==> config.mk <==
export PLATFORM = sky130hd
export DESIGN_NAME = gcd_job_sequencer
export DESIGN_NICKNAME = d
export VERILOG_FILES = /design/src/rtl/gcd_job_sequencer.sv
export SDC_FILE = /design/constraint.sdc
export NUM_CORES = 1
export LEC_CHECK = 0
export BUFFER_PORTS_ARGS = -buffer_cell sky130_fd_sc_hd__buf_4
export CAP_MARGIN = 20
export CORE_MARGIN = 10
export CORE_UTILIZATION = 49
export DETAILED_ROUTE_END_ITERATION = 12
export PLACE_DENSITY = 0.81
export SLEW_MARGIN = 20
export SYNTH_ARGS = -nofsm -noshare
export SYNTH_HDL_FRONTEND = slang
export SYNTH_SLANG_ARGS = --single-unit
==> constraint.sdc <==
create_clock -name clk -period 2.1 [get_ports clk]
set_clock_uncertainty 0.15 [all_clocks]
set_input_delay 0.315 -clock clk [delete_from_list [all_inputs] [get_ports clk]]
set_output_delay 0.315 -clock clk [all_outputs]
set_load 0.01 [all_outputs]
==> src/rtl/gcd_job_sequencer.sv <==
// gcd_job_sequencer: conditions the raw GO button and switches into one clean GCD job per press,
// drives go to the GCD core until done, then holds the captured result. Optional macro: WATCHDOG_EN.
module gcd_job_sequencer #(
    parameter int WIDTH           = 4,
    parameter int DEBOUNCE_CYCLES = 16,
    parameter int TIMEOUT_CYCLES  = 255
) (
    input  logic             clk,
    input  logic             reset,
    input  logic             btn_go,
    input  logic [WIDTH-1:0] sw_x,
    input  logic [WIDTH-1:0] sw_y,
    input  logic             done_i,
    input  logic [WIDTH-1:0] gcd_i,
    output logic [WIDTH-1:0] x_o,
    output logic [WIDTH-1:0] y_o,
    output logic             go_o,
    output logic [WIDTH-1:0] result_o,
    output logic             result_valid,
    output logic             busy,
    output logic             err_zero,
    output logic             err_timeout
);

    localparam int             DbW    = $clog2(DEBOUNCE_CYCLES);
    localparam logic [DbW-1:0] DbLast = DbW'(DEBOUNCE_CYCLES - 1);

    typedef enum logic [2:0] {IDLE, LOAD, START, WAIT, CAPTURE} state_e;

    state_e           state_q;
    logic             sync1_q, sync2_q;
    logic [DbW-1:0]   dbCnt_q, dbCnt_d;
    logic             dbLevel_q, dbLevel_d;
    logic             goPress;
    logic [WIDTH-1:0] x_q, y_q, result_q;
    logic             go_q, resultValid_q, busy_q, errZero_q;

    if (DEBOUNCE_CYCLES < 2 || TIMEOUT_CYCLES < 1) begin : gBadParams
        $error("gcd_job_sequencer: DEBOUNCE_CYCLES must be >= 2 and TIMEOUT_CYCLES >= 1");
    end

`ifdef WATCHDOG_EN
    localparam int             WdW    = $clog2(TIMEOUT_CYCLES + 1);
    localparam logic [WdW-1:0] WdLast = WdW'(TIMEOUT_CYCLES - 1);
    logic [WdW-1:0] wdCnt_q;
    logic           errTimeout_q;
    assign err_timeout = errTimeout_q;
`else
    assign err_timeout = 1'b0;
`endif

    always_ff @(posedge clk or negedge reset) begin
        if (!reset) begin
            sync1_q   <= 1'b0;
            sync2_q   <= 1'b0;
            dbCnt_q   <= '0;
            dbLevel_q <= 1'b0;
        end else begin
            sync1_q   <= btn_go;
            sync2_q   <= sync1_q;
            dbCnt_q   <= dbCnt_d;
            dbLevel_q <= dbLevel_d;
        end
    end

    // The level only flips after DEBOUNCE_CYCLES consecutive samples that disagree with it.
    always_comb begin
        dbCnt_d   = '0;
        dbLevel_d = dbLevel_q;
        if (sync2_q != dbLevel_q) begin
            if (dbCnt_q == DbLast) begin
                dbLevel_d = sync2_q;
            end else begin
                dbCnt_d = dbCnt_q + DbW'(1);
            end
        end
    end

    assign goPress = dbLevel_d & ~dbLevel_q;

    always_ff @(posedge clk or negedge reset) begin
        if (!reset) begin
            state_q       <= IDLE;
            x_q           <= '0;
            y_q           <= '0;
            result_q      <= '0;
            go_q          <= 1'b0;
            resultValid_q <= 1'b0;
            busy_q        <= 1'b0;
            errZero_q     <= 1'b0;
`ifdef WATCHDOG_EN
            wdCnt_q       <= '0;
            errTimeout_q  <= 1'b0;
`endif
        end else begin
            case (state_q)
                IDLE: begin
                    if (goPress) begin
                        x_q           <= sw_x;
                        y_q           <= sw_y;
                        resultValid_q <= 1'b0;
                        errZero_q     <= 1'b0;
`ifdef WATCHDOG_EN
                        errTimeout_q  <= 1'b0;
`endif
                        state_q       <= LOAD;
                    end
                end
                // A zero operand would spin the subtract loop forever, so never launch it.
                LOAD: begin
                    if (x_q == '0 || y_q == '0) begin
                        errZero_q <= 1'b1;
                        state_q   <= IDLE;
                    end else begin
                        state_q <= START;
                    end
                end
                START: begin
                    go_q    <= 1'b1;
                    busy_q  <= 1'b1;
`ifdef WATCHDOG_EN
                    wdCnt_q <= '0;
`endif
                    state_q <= WAIT;
                end
                WAIT: begin
                    if (done_i) begin
                        result_q <= gcd_i;
                        go_q     <= 1'b0;
                        state_q  <= CAPTURE;
                    end
`ifdef WATCHDOG_EN
                    else if (wdCnt_q == WdLast) begin
                        go_q         <= 1'b0;
                        busy_q       <= 1'b0;
                        errTimeout_q <= 1'b1;
                        state_q      <= IDLE;
                    end else begin
                        wdCnt_q <= wdCnt_q + WdW'(1);
                    end
`endif
                end
                CAPTURE: begin
                    resultValid_q <= 1'b1;
                    busy_q        <= 1'b0;
                    state_q       <= IDLE;
                end
                default: state_q <= IDLE;
            endcase
        end
    end

    assign x_o          = x_q;
    assign y_o          = y_q;
    assign go_o         = go_q;
    assign result_o     = result_q;
    assign result_valid = resultValid_q;
    assign busy         = busy_q;
    assign err_zero     = errZero_q;

endmodule

== Word-level counts from Yosys, hierarchy flattened ==
Cells that the tools add are included.
Operators by class
  add/sub/neg operators: 1
  equal/unequal tests: 9
  muxes and demuxes: 15
  bitwise operators: 2
  reductions and logical operators: 14
Operator list (count)
  3-bit case mux with 4 select lines: 1
  2-bit AND reduction: 5
  4-bit zero test: 2
  4-bit two-way mux: 2
  1-bit case mux with 2 select lines: 4
  2-bit nonzero test: 4
  3-bit by 2-bit equality test with 1-bit output, second input constant: 2
  3-bit two-way mux: 2
  2-bit != test, second input constant: 3
  1-bit two-way mux: 5
  4-bit by 1-bit adder with 4-bit output, second input constant: 1
  4-bit equality test, second input constant: 1
  3-bit by 1-bit equality test with 1-bit output, second input constant: 1
  3-bit equality test, second input constant: 1
  3-bit zero test: 1
  3-bit AND reduction: 1
  2-bit two-way mux: 1
  1-bit AND: 1
  1-bit logical OR: 1
  1-bit != test: 1
  1-bit inverter: 1
Storage, ports and cells
  flip-flop bits (word level): 26
  bits of input ports: 16
  output and inout port bits: 17
  logic and storage cells: 53

== Longest topological paths before layout ==
  depth after elaboration: 6
  depth in mapped cells: 4

== Least setup slack after synthesis ==
Ideal clock, no wire load.
  path kind: register to register
  start: register state_q[2]
  end: register x_q[0], in the netlist x_o[0]
  data arrival time: 1.601 ns
  path slack: 0.224 ns
  stages on the path, launching flop included: 4
  clock period less this slack: 1.876 ns
  cells stage by stage: dfrtp_1 > or4b_4 > nor3_4 > mux2_2
On the way
  longest elaborated chain between the ends: 2
Ends and longest elaborated chain
  from (decl): RTL line 30  | state_e state_q;
  from (signal assigned): RTL line 83  | state_q <= IDLE;
  from (signal assigned): RTL line 106  | state_q <= LOAD;
  from (signal assigned): RTL line 113  | state_q <= IDLE;
  3-bit zero test: RTL line 96  | case (state_q)
  2-bit AND reduction (no source line)
  to (signal assigned): RTL line 99  | x_q <= sw_x;
  to (decl): RTL line 35  | logic [WIDTH-1:0] x_q, y_q, result_q;
No other way between the ends.
A chain may end at the register's enable or synchronous reset.

== Worst setup path in the final report ==
  start: register dbLevel_q
  end: register y_q[3], in the netlist y_o[3]
On the way
  longest elaborated chain between the ends: 4
  elaborated cells on any way between the ends: 6
  those cells by class: eq/ne: 1; mux: 2; bitwise: 2; reduce/logical: 1
Ends and longest elaborated chain
  from (decl): RTL line 33  | logic dbLevel_q, dbLevel_d;
  from (signal assigned): RTL line 62  | dbLevel_q <= dbLevel_d;
  1-bit two-way mux / 1-bit != test (equally long branches): RTL line 71, 70
  1-bit two-way mux: RTL line 70  | if (sync2_q != dbLevel_q) begin
  1-bit AND *: RTL line 79  | assign goPress = dbLevel_d & ~dbLevel_q;
  2-bit AND reduction (no source line) *
  to (signal assigned): RTL line 100  | y_q <= sw_y;
  to (decl): RTL line 35
Mark *: on every way between the ends. The rest lies on a longest branch, timed or not.

==> impl_metrics.tcl <==
set metrics [dict create \
    cts_buffers 3 \
    grt_usage 0.113 \
    startpoint_type "register" \
    path_class "register to register" \
    finalSetupViolations 0 \
    core-area_um2 2000 \
    drc 0 \
    synth_flop_cell "dfrtp_1" \
    irDropWorstVdd_uv 649 \
    place_ws_ps 172 \
    yosys_warnings 0 \
    cts_resized 0 \
    setup_tns_ps 0 \
    antenna_found_initial 0 \
    yosys.area.top_type "dfrtp_1" \
    p_per_area_nw_per_um2 747 \
    arrival_ps 2020 \
    ys_ff_latch 26 \
    viasPerCell 5.27 \
    syn2layout_area_growth_pct 32.3 \
    postLayoutCellArea_um2 1410 \
    fp.dieArea_um2 4430 \
    die-width_um 66.6 \
    final_nets 138 \
    syn-cell-area_um2 1060 \
    synth.top_cell.area_share 0.612 \
    cts_buffer_depth 2 \
    htree_levels 1 \
    fill_cells 156 \
    fin_crit_ps 1940 \
    first_pass_iters 4 \
    ios 33 \
    diodes 0 \
    period_share 0.923 \
    report.final.slew_viol_count 0 \
    rsz0062_at_grt "false" \
    ys_seq_area_frac 0.612 \
    grt_max_degree 27 \
    p_leak_nw 0.696 \
    synth_edf_count 0 \
    maxCapViolCount 0 \
    worst_ep_required_time_ps 2180 \
    drive_gt1_frac 0.442 \
    gp_congestion 0.816 \
    hold_viol_final 0 \
    postPlaceCellArea_um2 1330 \
    syn_avg_cell_area_um2 12.8 \
    post_drt_wl_per_cell_um 16.2 \
    drt_iter0_markers 48 \
    vias 774 \
    clk_latency_ps 320 \
    hold_buffers 2 \
    synth_cell_types 26 \
    die_height_um 66.6 \
    end_kind "register" \
    start_util 0.531 \
    syn-num-nets 100 \
    synth_area_leaders "dfrtp_1 (61%), mux2_2 (13%), a21oi_1 (2.4%)" \
    fmax_mhz 516 \
    grt_pass1_wl_um 3900 \
    port_buffers 31 \
    worstPathMaxFanout 8 \
    ys_async_sr_fraction 1.00 \
    final_cells 147 \
    synthCells 83 \
    timing.final.ws_setup_ps 161 \
    root_buffer "clkbuf_4" \
    rows 16 \
    ant_nets 0 \
    dpl.cell_count 141 \
    overflow 0 \
    clock-sinks 26 \
    hold_class "primary input to register" \
    path_clk_slew_ps 140 \
    drt-total-wl_um 2380 \
    post-cts-setup-buffers 0 \
    status "finished, final reports clean" \
    hpwl_um 1820 \
    grt_pass1_vias 834 \
    cts_tree "yes" \
]
==> through the flow <==
step                      hold slack [ps]   util  total power [W]
final                                59.2  0.702          0.00105
after global routing                 33.4  0.702          0.00109
after CTS                            45.5  0.702          0.00106
after detailed placement             86.8  0.666         0.000719
after global placement               85.3  0.666         0.000711
after floorplan                      -131      -         0.000629
==> state kept, by name (all words and copies together) (netlist names), 3 cells and up <==
register	count
x_o	4
y_o	4
result_o	4
dbCnt_q	4
state_q	3
==> kinds of logic (layout without fill, tap and decap cells) <==
group / after synthesis / after routing / synth area share
other: 1 / 1 / 0.00353
AND/OR/NAND/NOR: 24 / 24 / 0.137
XOR/XNOR: 2 / 2 / 0.0165
AO/OA/AOI/OAI: 12 / 12 / 0.0707
flip-flops: 26 / 26 / 0.612
buffers and inverters: 5 / 42 / 0.0212
multiplexers: 12 / 12 / 0.127
adder cells (fa/ha/maj): 1 / 1 / 0.0118
==> cells in the final DEF (no fill, tap or decap) <==
cell,count
a21oi_1,5
a22o_1,1
a22o_2,1
and2b_2,1
and3_1,1
buf_4,33
bufinv_16,1
clkbuf_4,3
conb_1,1
dfrtp_1,26
dlygate4sd3_1,2
ha_1,1
inv_1,3
mux2_2,12
nand2_1,6
nand3_1,4
nand4b_1,1
nor2_1,3
nor2b_1,2
nor3_1,1
nor3_4,1
nor4_1,2
o21ai_0,3
o31ai_1,1
o41ai_1,1
or4_1,1
or4b_4,1
xnor2_1,2
==> synth_stat cells (all sizes together) (2+ instances only) <==
master  instances
a21oi           5
a22o            2
dfrtp          26
inv             3
mux2           12
nand2           6
nand3           4
nor2            3
nor2b           2
nor3            2
nor4            2
o21ai           3
xnor2           2
==> per-layer routing <==
layer | up-vias | part of all wire | global-route usage
met4 | 0 | 0.0038 | 0.0314
met1 | 382 | 0.39 | 0.115
met3 | 2 | 0.060 | 0.0552
li1 | 369 | - | -
met2 | 21 | 0.55 | 0.198
met5 | - | 0 | 0
==> final timing paths <==
check                                  endpoint           startpoint  slack [ps]  depth (start not counted)
setup / recovery             y_o[3]$_DFFE_PN0P_  dbLevel_q$_DFF_PN0_         160                          3
hold / removal               x_o[3]$_DFFE_PN0P_              sw_x[3]          60                          2
setup reg to reg             y_o[3]$_DFFE_PN0P_  dbLevel_q$_DFF_PN0_         160                          3
hold reg to reg               sync2_q$_DFF_PN0_    sync1_q$_DFF_PN0_         220                          0
max in group asynchronous  dbCnt_q[1]$_DFF_PN0_                reset        1290                          2
min in group asynchronous    x_o[2]$_DFFE_PN0P_                reset         270                          2
==> critical path, stage by stage (launching register included) <==
cell and delay [ps]:
dfrtp_1 450, or4b_4 520, nor3_4 340, mux2_2 390
==> power breakdown <==
group / internal, W / leakage (nW) / switching, W
logic: 0.0000857 / 0.333 / 0.0000624
clock network: 0.000193 / 0.0279 / 0.000147
registers: 0.000536 / 0.335 / 0.0000247
total: 0.000815 / 0.696 / 0.000234
==> layout make-up <==
| cell class | instances | area, µm² | share of cell area |
|---|---|---|---|
| clock buffer | 3 | 22.5 | 0.0160 |
| timing repair buffer | 35 | 268 | 0.191 |
| clock inverter | 1 | 30.0 | 0.0214 |
| inverter | 3 | 11.3 | 0.00801 |
| tap | 27 | 33.8 | 0.0240 |
| multi-input combinational | 52 | 389 | 0.277 |
| sequential | 26 | 651 | 0.463 |
Power figures use the tool's default switching activity.
